===== src/rtl/seq_alu_param_if.sv =====
`default_nettype none
// ============================================================================
// seq_alu_param_if : start/busy/done handshake and operand/result bundle
// Rev 1.0
// ============================================================================
interface seq_alu_param_if #(
   parameter int WIDTH = 16
) ();
   logic             start;
   logic [WIDTH-1:0] A;
   logic [WIDTH-1:0] B;
   logic             c;
   logic [2:0]       opc;
   logic             busy;
   logic             done;
   logic [WIDTH-1:0] W;
   logic             neg;
   logic             zer;
   logic             cout;

   modport master (
      output start, A, B, c, opc,
      input  busy, done, W, neg, zer, cout
   );

   modport slave (
      input  start, A, B, c, opc,
      output busy, done, W, neg, zer, cout
   );
endinterface
`default_nettype wire


===== src/rtl/seq_alu_param.sv =====
`default_nettype none
// ============================================================================
// seq_alu_param : clocked ALU with handshake, serial shift and shift-add mul
// Rev 1.0
// ============================================================================
module seq_alu_param #(
   parameter int  WIDTH = 16,
   localparam int SW    = $clog2(WIDTH)
) (
   input  wire logic      clk,
   input  wire logic      rst_n,
   seq_alu_param_if.slave bus
);
   // counter must reach WIDTH for the multiply, so one bit wider than SW
   localparam int CW = $clog2(WIDTH + 1);

   localparam logic [2:0] OPC_ADD = 3'b000;
   localparam logic [2:0] OPC_SUB = 3'b001;
   localparam logic [2:0] OPC_AND = 3'b010;
   localparam logic [2:0] OPC_OR  = 3'b011;
   localparam logic [2:0] OPC_XOR = 3'b100;
   localparam logic [2:0] OPC_NOT = 3'b101;
   localparam logic [2:0] OPC_SHL = 3'b110;
   localparam logic [2:0] OPC_MUL = 3'b111;

   typedef enum logic [1:0] {
      ST_IDLE  = 2'd0,
      ST_EXEC  = 2'd1,
      ST_SHIFT = 2'd2,
      ST_MUL   = 2'd3
   } state_t;

   state_t             state_q, state_d;
   logic [WIDTH-1:0]   a_q, a_d;
   logic [WIDTH-1:0]   b_q, b_d;
   logic               c_q, c_d;
   logic [2:0]         opc_q, opc_d;
   logic [2*WIDTH-1:0] acc_q, acc_d;
   logic [CW-1:0]      cnt_q, cnt_d;
   logic               sh_out_q, sh_out_d;
   logic               busy_q, busy_d;
   logic               done_q, done_d;
   logic [WIDTH-1:0]   w_q, w_d;
   logic               neg_q, neg_d;
   logic               zer_q, zer_d;
   logic               cout_q, cout_d;

   logic               finish;
   logic [WIDTH-1:0]   res;
   logic               res_cout;
   logic [WIDTH:0]     add_sum;
   logic [WIDTH:0]     sub_diff;
   logic [WIDTH:0]     mul_sum;

   always_comb begin
      add_sum  = {1'b0, a_q} + {1'b0, b_q} + {{WIDTH{1'b0}}, c_q};
      sub_diff = {1'b0, a_q} - {1'b0, b_q} - {{WIDTH{1'b0}}, c_q};
      mul_sum  = {1'b0, acc_q[2*WIDTH-1:WIDTH]} + (acc_q[0] ? {1'b0, a_q} : '0);

      state_d  = state_q;
      a_d      = a_q;
      b_d      = b_q;
      c_d      = c_q;
      opc_d    = opc_q;
      acc_d    = acc_q;
      cnt_d    = cnt_q;
      sh_out_d = sh_out_q;
      busy_d   = busy_q;
      done_d   = 1'b0;
      w_d      = w_q;
      neg_d    = neg_q;
      zer_d    = zer_q;
      cout_d   = cout_q;
      finish   = 1'b0;
      res      = '0;
      res_cout = 1'b0;

      case (state_q)
         ST_IDLE: begin
            if (bus.start) begin
               a_d      = bus.A;
               b_d      = bus.B;
               c_d      = bus.c;
               opc_d    = bus.opc;
               busy_d   = 1'b1;
               sh_out_d = 1'b0;
               case (bus.opc)
                  OPC_SHL: begin
                     state_d = ST_SHIFT;
                     acc_d   = {{WIDTH{1'b0}}, bus.A};
                     cnt_d   = CW'(bus.B[SW-1:0]);
                  end
                  OPC_MUL: begin
                     // high half accumulates partial products, low half holds the multiplier
                     state_d = ST_MUL;
                     acc_d   = {{WIDTH{1'b0}}, bus.B};
                     cnt_d   = CW'(WIDTH);
                  end
                  default: state_d = ST_EXEC;
               endcase
            end
         end
         ST_EXEC: begin
            finish = 1'b1;
            case (opc_q)
               OPC_ADD: begin res = add_sum[WIDTH-1:0];  res_cout = add_sum[WIDTH];  end
               OPC_SUB: begin res = sub_diff[WIDTH-1:0]; res_cout = sub_diff[WIDTH]; end
               OPC_AND: res = a_q & b_q;
               OPC_OR:  res = a_q | b_q;
               OPC_XOR: res = a_q ^ b_q;
               OPC_NOT: res = ~a_q;
               default: res = '0;
            endcase
         end
         ST_SHIFT: begin
            if (cnt_q == '0) begin
               finish   = 1'b1;
               res      = acc_q[WIDTH-1:0];
               res_cout = sh_out_q;
            end else begin
               acc_d    = {{WIDTH{1'b0}}, acc_q[WIDTH-2:0], 1'b0};
               sh_out_d = acc_q[WIDTH-1];
               cnt_d    = cnt_q - 1'b1;
            end
         end
         ST_MUL: begin
            if (cnt_q == '0) begin
               finish   = 1'b1;
               res      = acc_q[WIDTH-1:0];
               res_cout = |acc_q[2*WIDTH-1:WIDTH];
            end else begin
               acc_d = {mul_sum, acc_q[WIDTH-1:1]};
               cnt_d = cnt_q - 1'b1;
            end
         end
         default: state_d = ST_IDLE;
      endcase

      // only the completion edge touches the visible result
      if (finish) begin
         state_d = ST_IDLE;
         busy_d  = 1'b0;
         done_d  = 1'b1;
         w_d     = res;
         neg_d   = res[WIDTH-1];
         zer_d   = (res == '0);
         cout_d  = res_cout;
      end
   end

   always_ff @(posedge clk) begin
      if (!rst_n) begin
         state_q  <= ST_IDLE;
         a_q      <= '0;
         b_q      <= '0;
         c_q      <= 1'b0;
         opc_q    <= '0;
         acc_q    <= '0;
         cnt_q    <= '0;
         sh_out_q <= 1'b0;
         busy_q   <= 1'b0;
         done_q   <= 1'b0;
         w_q      <= '0;
         neg_q    <= 1'b0;
         zer_q    <= 1'b0;
         cout_q   <= 1'b0;
      end else begin
         state_q  <= state_d;
         a_q      <= a_d;
         b_q      <= b_d;
         c_q      <= c_d;
         opc_q    <= opc_d;
         acc_q    <= acc_d;
         cnt_q    <= cnt_d;
         sh_out_q <= sh_out_d;
         busy_q   <= busy_d;
         done_q   <= done_d;
         w_q      <= w_d;
         neg_q    <= neg_d;
         zer_q    <= zer_d;
         cout_q   <= cout_d;
      end
   end

   assign bus.busy = busy_q;
   assign bus.done = done_q;
   assign bus.W    = w_q;
   assign bus.neg  = neg_q;
   assign bus.zer  = zer_q;
   assign bus.cout = cout_q;
endmodule
`default_nettype wire


===== src/flat_wrapper.sv =====
// flat-port wrapper written by rule: the top's interface ports become plain ports
module seq_alu_param_flat 
#(
   parameter int  WIDTH = 16,
   localparam int SW    = $clog2(WIDTH)
)
  (clk, rst_n, bus_start, bus_A, bus_B, bus_c, bus_opc, bus_busy, bus_done, bus_W, bus_neg, bus_zer, bus_cout);
  seq_alu_param_if #(.WIDTH(WIDTH)) bus_i ();
  input  wire logic clk;
  input  wire logic rst_n;
  input wire logic [$bits(bus_i.start)-1:0] bus_start;
  input wire logic [$bits(bus_i.A)-1:0] bus_A;
  input wire logic [$bits(bus_i.B)-1:0] bus_B;
  input wire logic [$bits(bus_i.c)-1:0] bus_c;
  input wire logic [$bits(bus_i.opc)-1:0] bus_opc;
  output wire logic [$bits(bus_i.busy)-1:0] bus_busy;
  output wire logic [$bits(bus_i.done)-1:0] bus_done;
  output wire logic [$bits(bus_i.W)-1:0] bus_W;
  output wire logic [$bits(bus_i.neg)-1:0] bus_neg;
  output wire logic [$bits(bus_i.zer)-1:0] bus_zer;
  output wire logic [$bits(bus_i.cout)-1:0] bus_cout;
  assign bus_i.start = bus_start;
  assign bus_i.A = bus_A;
  assign bus_i.B = bus_B;
  assign bus_i.c = bus_c;
  assign bus_i.opc = bus_opc;
  assign bus_busy = bus_i.busy;
  assign bus_done = bus_i.done;
  assign bus_W = bus_i.W;
  assign bus_neg = bus_i.neg;
  assign bus_zer = bus_i.zer;
  assign bus_cout = bus_i.cout;
  seq_alu_param #(.WIDTH(WIDTH)) u_core (.clk(clk), .rst_n(rst_n), .bus(bus_i));
endmodule

===== config.mk =====
export PLATFORM = sky130hd
export DESIGN_NAME = seq_alu_param_flat
export DESIGN_NICKNAME = d
export VERILOG_FILES = /design/src/rtl/seq_alu_param_if.sv /design/src/rtl/seq_alu_param.sv /design/src/flat_wrapper.sv
export SDC_FILE = /design/constraint.sdc
export NUM_CORES = 1
export LEC_CHECK = 0
export CAP_MARGIN = 20
export CELL_PAD_IN_SITES_DETAIL_PLACEMENT = 1
export CELL_PAD_IN_SITES_GLOBAL_PLACEMENT = 2
export CORE_ASPECT_RATIO = 0.9
export CORE_MARGIN = 10
export CORE_UTILIZATION = 36
export CTS_BUF_LIST = sky130_fd_sc_hd__clkbuf_16
export CTS_CLUSTER_SIZE = 8
export DETAILED_ROUTE_END_ITERATION = 16
export GPL_TIMING_DRIVEN = 0
export PLACE_DENSITY = 0.87
export REMOVE_ABC_BUFFERS = 1
export SLEW_MARGIN = 20
export SYNTH_ARGS = -nofsm -noshare
export SYNTH_HDL_FRONTEND = slang
export SYNTH_SLANG_ARGS = --single-unit
export TNS_END_PERCENT = 1

===== constraint.sdc =====
create_clock -name clk -period 4.2 [get_ports clk]
set_input_delay 0.84 -clock clk [delete_from_list [all_inputs] [get_ports clk]]
set_output_delay 0.84 -clock clk [all_outputs]
set_load 0.005 [all_outputs]

==> results of run 1 <==
-- where the power goes --
group	leakage, nW	internal [W]	total, W	switching (W)
clock network	0.136	0.000410	0.000839	0.000430
logic	2.54	0.000407	0.000958	0.000551
registers	0.783	0.000964	0.00106	0.0000994
-- registers in the layout, indices dropped and copies added, names as in the netlist --
name / count
u_core.bus.busy: 1
u_core.state_q: 2
u_core.a_q: 16
u_core.b_q: 16
u_core.bus.W: 16
u_core.cnt_q: 5
u_core.bus.done: 1
u_core.opc_q: 3
u_core.c_q: 1
u_core.bus.cout: 1
u_core.acc_q: 32
u_core.bus.zer: 1
u_core.sh_out_q: 1
-- layer usage --
layer	track usage [%]	part of all wire, %
met5	0	0
met4	3.43	1.2
met3	2.95	3.2
met2	29.7	47
met1	24.0	49
-- path summary, 6_finish.rpt --
| kind | startpoint | to | slack [ps] |
|---|---|---|---|
| worst min register to register | u_core.bus.W[0] | u_core.bus.W[0] | 460 |
| worst max register to register | u_core.a_q[1] | u_core.bus.zer | 260 |
| worst min-delay path | u_core.bus.W[0] | u_core.bus.W[0] | 460 |
| worst max-delay path | u_core.a_q[1] | u_core.bus.zer | 260 |
-- stage by stage --
| stage | utilization [%] | hold slack, ps | worst slack (ps) | power [W] |
|---|---|---|---|---|
| after floorplan | - | 449 | 601 | 0.00170 |
| after global placement | 39.6 | 435 | -2100 | 0.00200 |
| after detailed placement | 40.2 | 447 | 410 | 0.00204 |
| after CTS | 41.5 | 465 | 384 | 0.00288 |
| after global routing | 41.5 | 489 | 78.4 | 0.00304 |
| final | 41.5 | 458 | 264 | 0.00286 |
-- worst max-delay path, delay by kind of cell, from the launching register on --
kind	cells	cell delay, ps
DFF	1	600
adders and majority gates	1	330
muxes	1	410
buffers and inverters	1	160
and+or+nand+nor	3	530
AOI/OAI and AO/OA	5	1830
-- area by class of cell --
type                    count  area, sq um
well taps                 291          364
clock buffers               9          225
multi-input cells         757         5450
fillers                  2632        12600
clock inverters             7         53.8
repair buffers             69          691
flip-flops and latches     96         1920
inverters                  63          236
-- cells in the final DEF (no fill, tap or decap), types with 5 or more instances in the layout --
cell,count
a31oi_1,6
a221o_1,9
a21o_1,12
clkdlybuf4s50_1,58
a22o_1,16
o221ai_1,11
o31ai_1,5
nand3_1,19
clkbuf_16,9
o211ai_1,6
xor2_1,13
nor3_1,15
nor2_1,40
mux2i_1,29
ha_1,79
nor4_1,6
buf_4,6
inv_1,63
nand2b_1,12
xnor2_1,14
and3_1,6
nand2_1,114
a211oi_1,35
or3_1,5
o21a_1,7
fa_1,5
dfxtp_1,94
a32oi_1,7
nor2b_1,34
o21ai_0,40
a21oi_1,55
nand4_1,5
and2_1,32
a22oi_1,12
a21boi_0,40
-- logic make-up after synthesis --
| group | after synthesis | share of synthesized area, % |
|---|---|---|
| simple gates | 309 | 19.9 |
| fa+ha+maj | 84 | 13.8 |
| compound gates | 305 | 28.2 |
| mux | 32 | 4.12 |
| xor+xnor | 27 | 3.01 |
| flops | 96 | 24.5 |
| buf+inv | 126 | 6.49 |
==> run_results.csv, run 1 <==
group,metric,value,unit
route,drc,0,
placed_design,dp_cells,1276,
layout,n_antenna_cell,0,
timing,setup_tns,0,ps
placed_design,dp_hpwl,19300,um
layout,design_area,0.00895,sq mm
critical_path,timing.critical_path.cells,"inv_1, ha_1, a211oi_1, o211ai_1, a311oi_1, mux2_2, nand2_1, a31oi_1, nor4_1, nand4b_1, o31ai_2",
logic_synthesis,synth_seq_area_share,24.5,%
global_route,grtUsageTotal,17.9,%
die,fp-row-count,51,
hold_path,whs_path_depth,2,
timing,finalCritPeriodShare,93.7,%
critical_path,cp-end-kind,"register",
timing,finalSetupViolCount,0,
clock_tree,cts_setup_buffers,0,
logic_synthesis,syn_avg_cell_area,8.03,sq um
critical_path,worst-endpoint-arrival,4230,ps
pwr,ir_drop,0.000187,V
die,ios,60,
timing,finClkSkew,9.66,ps
clock_tree,htree_levels,3,
placed_design,place_congestion,0.863,
logic_synthesis,synth-edff-count,0,
global_route,grt_pass1_wl,41200,um
placed_design,port_buffers,59,
critical_path,crit_type,"reg2reg",
clock_tree,clockBufferDepth,2,
critical_path,reg2reg_depth,11,
placed_design,dpl_cell_area,0.00866,sq mm
timing,final_max_slew_viol_count,0,
die,fp.dieW,176,um
pwr,power.density,320,mW/mm^2
route,dr.pass1.iters,5,
critical_path,crit_fanout,9,
global_route,grt_max_degree,80,
hold_path,holdCritPathClass,"reg2reg",
clock_tree,clkTransAtPathRegs,80,ps
clock_tree,cts_resized,0,
critical_path,slowest_delay,800,ps
clock_tree,clkSinkCount,96,
global_route,antenna_found_initial,0,
route,dr_total_vias,7260,
flow_run,maxCapViolCount,0,
layout,nets,1119,
critical_path,critPathSlowestCell,"a311oi_1",
die,core,0.0216,sq mm
logic_synthesis,synthArstFlopShare,0,%
route,antenna_left,0,
logic_synthesis,ys_ff_latch,96,
logic_synthesis,synth_area_leaders,"dfxtp_1, ha_1, nand2_1",
clock_tree,cts_tree,"yes",
timing,slew_headroom,25.9,%
logic_synthesis,synth_cell_type_count,77,
layout,fin_cells,1292,
die,die-height,160,um
logic_synthesis,synth.top_cell.area_share,24.5,%
logic_synthesis,synth_flop_cell,"dfxtp_1",
die,dieArea,0.0282,sq mm
route,first_iter_violations,392,
clock_tree,holdBufCountCts,0,
route,drt-vias-per-instance,5.62,
logic_synthesis,ys_warn_count,0,
logic_synthesis,synth_common_cells,"nand2_1, dfxtp_1, ha_1, inv_1, a21oi_1",
critical_path,startpoint_type,"register",
pwr,p_leak,3.46,nW
logic_synthesis,syn_inst,979,
clock_tree,cts_inserted_buffers,9,
timing,rsz0062_at_grt,"no",
route,wl,25400,um
global_route,grt_pass1_vias,7465,
timing,tightest_slew,1110,ps
clock_tree,cts-root-buf,"clkbuf_16",
layout,syn_to_final_growth,13.8,%
logic_synthesis,yosysTopAreaCell,"dfxtp_1",
route,wl_per_cell,19.7,um
timing,finalHoldViolations,0,
timing,max_freq,0.254,GHz
logic_synthesis,netlist_area,0.00786,sq mm
clock_tree,clk_latency,370,ps
global_route,grt-ovfl-total,0,
outcome,status,"complete, no violations",
layout,drive_gt1_share,5.19,%
die,initial_core_util,36.4,%
timing,layout_min_cycle_time,3940,ps
critical_path,required,4490,ps
logic_synthesis,yosys.cell_count.top_type,"nand2_1",
(Power assumes the default switching activity.)
==> run 2: changes to the inputs <==
--- a/config.mk
+++ b/config.mk
@@ -9,7 +9,6 @@
 export CELL_PAD_IN_SITES_DETAIL_PLACEMENT = 1
 export CELL_PAD_IN_SITES_GLOBAL_PLACEMENT = 2
 export CORE_ASPECT_RATIO = 0.9
-export CORE_MARGIN = 10
 export CORE_UTILIZATION = 36
 export CTS_BUF_LIST = sky130_fd_sc_hd__clkbuf_16
 export CTS_CLUSTER_SIZE = 8
==> run_results.csv, run 2 (synthesis results as in run 1) <==
group,metric,value,unit
pwr,p_sw_share,36.1,%
layout,final_cell_mix,"nand2_1, dfxtp_1, ha_1",
critical_path,required,4480,ps
timing,setup_tns,0,ps
route,dr_total_vias,7289,
route,wl,24800,um
hold_path,holdCritPathClass,"reg2reg",
pwr,p_leak,3.49,nW
pwr,pwr-share-seq,35.6,%
timing,rsz0062_at_grt,"no",
pwr,power.share.clock,32.3,%
clock_tree,cts_tree,"yes",
global_route,grt-ovfl-total,0,
placed_design,place_congestion,0.891,
route,wl_per_cell,19.3,um
critical_path,cp-end-kind,"register",
critical_path,startpoint_type,"register",
timing,layout_min_cycle_time,3840,ps
global_route,grt_max_degree,80,
pwr,combPwrFrac,32.0,%
clock_tree,cts_setup_buffers,0,
die,core,0.0211,sq mm
layout,syn_to_final_growth,14.5,%
route,first_iter_violations,411,
layout,final_common_cell,"nand2_1",
pwr,p_int,0.00191,W
placed_design,detailedPlace.worstSlack,383,ps
timing,tightest_slew,1140,ps
timing,setup_ws,361,ps
critical_path,crit_fanout,9,
clock_tree,clkSinkCount,96,
clock_tree,clk_latency,360,ps
layout,final_util,42.7,%
global_route,grt_pass1_wl,39500,um
timing,finalSetupViolCount,0,
route,antenna_left,0,
die,fp-row-count,50,
flow_run,maxCapViolCount,0,
critical_path,crit_type,"reg2reg",
outcome,status,"complete, no violations",
layout,nets,1119,
clock_tree,htree_levels,3,
die,ios,60,
timing,max_freq,0.260,GHz
die,fp.dieW,158,um
layout,n_antenna_cell,0,
timing,finClkSkew,10.2,ps
clock_tree,cts_resized,0,
die,initial_core_util,37.3,%
route,dr.pass1.iters,4,
timing,slew_headroom,23.6,%
route,drc,0,
placed_design,dpl_cell_area,0.00866,sq mm
timing,hold_ws,463,ps
layout,top_register,"u_core.acc_q",
global_route,antenna_found_initial,0,
pwr,power.density,331,mW/mm^2
clock_tree,clockBufferDepth,2,
critical_path,worst-endpoint-arrival,4120,ps
layout,largest_reg_flops,32,
die,dieArea,0.0224,sq mm
layout,drive_gt1_share,5.29,%
layout,multi_input_area,0.00545,sq mm
clock_tree,holdBufCountCts,0,
layout,fillers,2553,
route,drt-vias-per-instance,5.66,
placed_design,dp_hpwl,18700,um
clock_tree,cts-root-buf,"clkbuf_16",
placed_design,port_buffers,59,
clock_tree,cts_inserted_buffers,9,
timing,final_max_slew_viol_count,0,
layout,design_area,0.00900,sq mm
die,die-height,142,um
timing,finalHoldViolations,0,
pwr,p_switching,0.00108,W
global_route,grt_pass1_vias,7188,
timing,finalCritPeriodShare,91.4,%
pwr,ir_drop,0.000191,V
clock_tree,clkTransAtPathRegs,80,ps
global_route,grtUsageTotal,22.8,%
layout,seq_area,0.00193,sq mm
==> run 2: cell types whose count changed in the layout (fill, tap and decap cells not counted), sizes merged <==
| cell | delta |
|---|---|
| bufinv | +2 |
| clkinv | -1 |
| clkinvlp | -1 |
==> run 2: metrics by stage <==
step | cells | power (W)
after floorplan | 916 | 0.00170
after global placement | 1261 | 0.00200
after detailed placement | 1271 | 0.00203
after CTS | 1287 | 0.00300
after global routing | 1287 | 0.00315
final | 1287 | 0.00298
==> run 2: cell type report <==
type / count / area share (%)
Multi-Input combinational cell: 757 / 60.5
Sequential cell: 96 / 21.4
Timing Repair Buffer: 69 / 7.72
Tap cell: 286 / 3.98
Inverter: 63 / 2.63
Clock buffer: 9 / 2.50
Clock inverter: 7 / 1.24
==> run 2: path summary, 6_finish.rpt <==
path / slack (ps) / endpoint / cells past startpoint / start
worst max register to register: 360 / u_core.bus.zer / 11 / u_core.a_q[1]
worst min register to register: 460 / u_core.bus.W[8] / 2 / u_core.bus.W[8]
worst min-delay path: 460 / u_core.bus.W[8] / 2 / u_core.bus.W[8]
worst max-delay path: 360 / u_core.bus.zer / 11 / u_core.a_q[1]
==> run 2: critical path, cell delays in order (launching register included) <==
cell and delay [ps]:
dfxtp_1 610, inv_1 150, ha_1 340, a211oi_1 440
o211ai_1 260, a311oi_1 690, mux2_2 410, nand2_1 60
a31oi_1 130, nor4_1 300, nand4b_1 160, o31ai_2 200
==> run 2: power groups by stage <==
stage,registers [W],logic (W),clock network [W]
2_1_floorplan,0.00105,0.000653,0
3_3_place_gp,0.00109,0.000912,0
3_5_place_dp,0.00108,0.000949,0
4_1_cts,0.00106,0.000958,0.000983
5_1_grt,0.00107,0.00106,0.00102
6_report,0.00106,0.000956,0.000964
==> run 2: per-layer routing <==
layer | GRT usage, % | part of all wire, % | wire length, um
met2 | 37.5 | 46 | 11400
met1 | 31.3 | 49 | 12200
met5 | 0 | 0 | 0
met3 | 2.71 | 2.9 | 720
met4 | 6.44 | 2.0 | 496
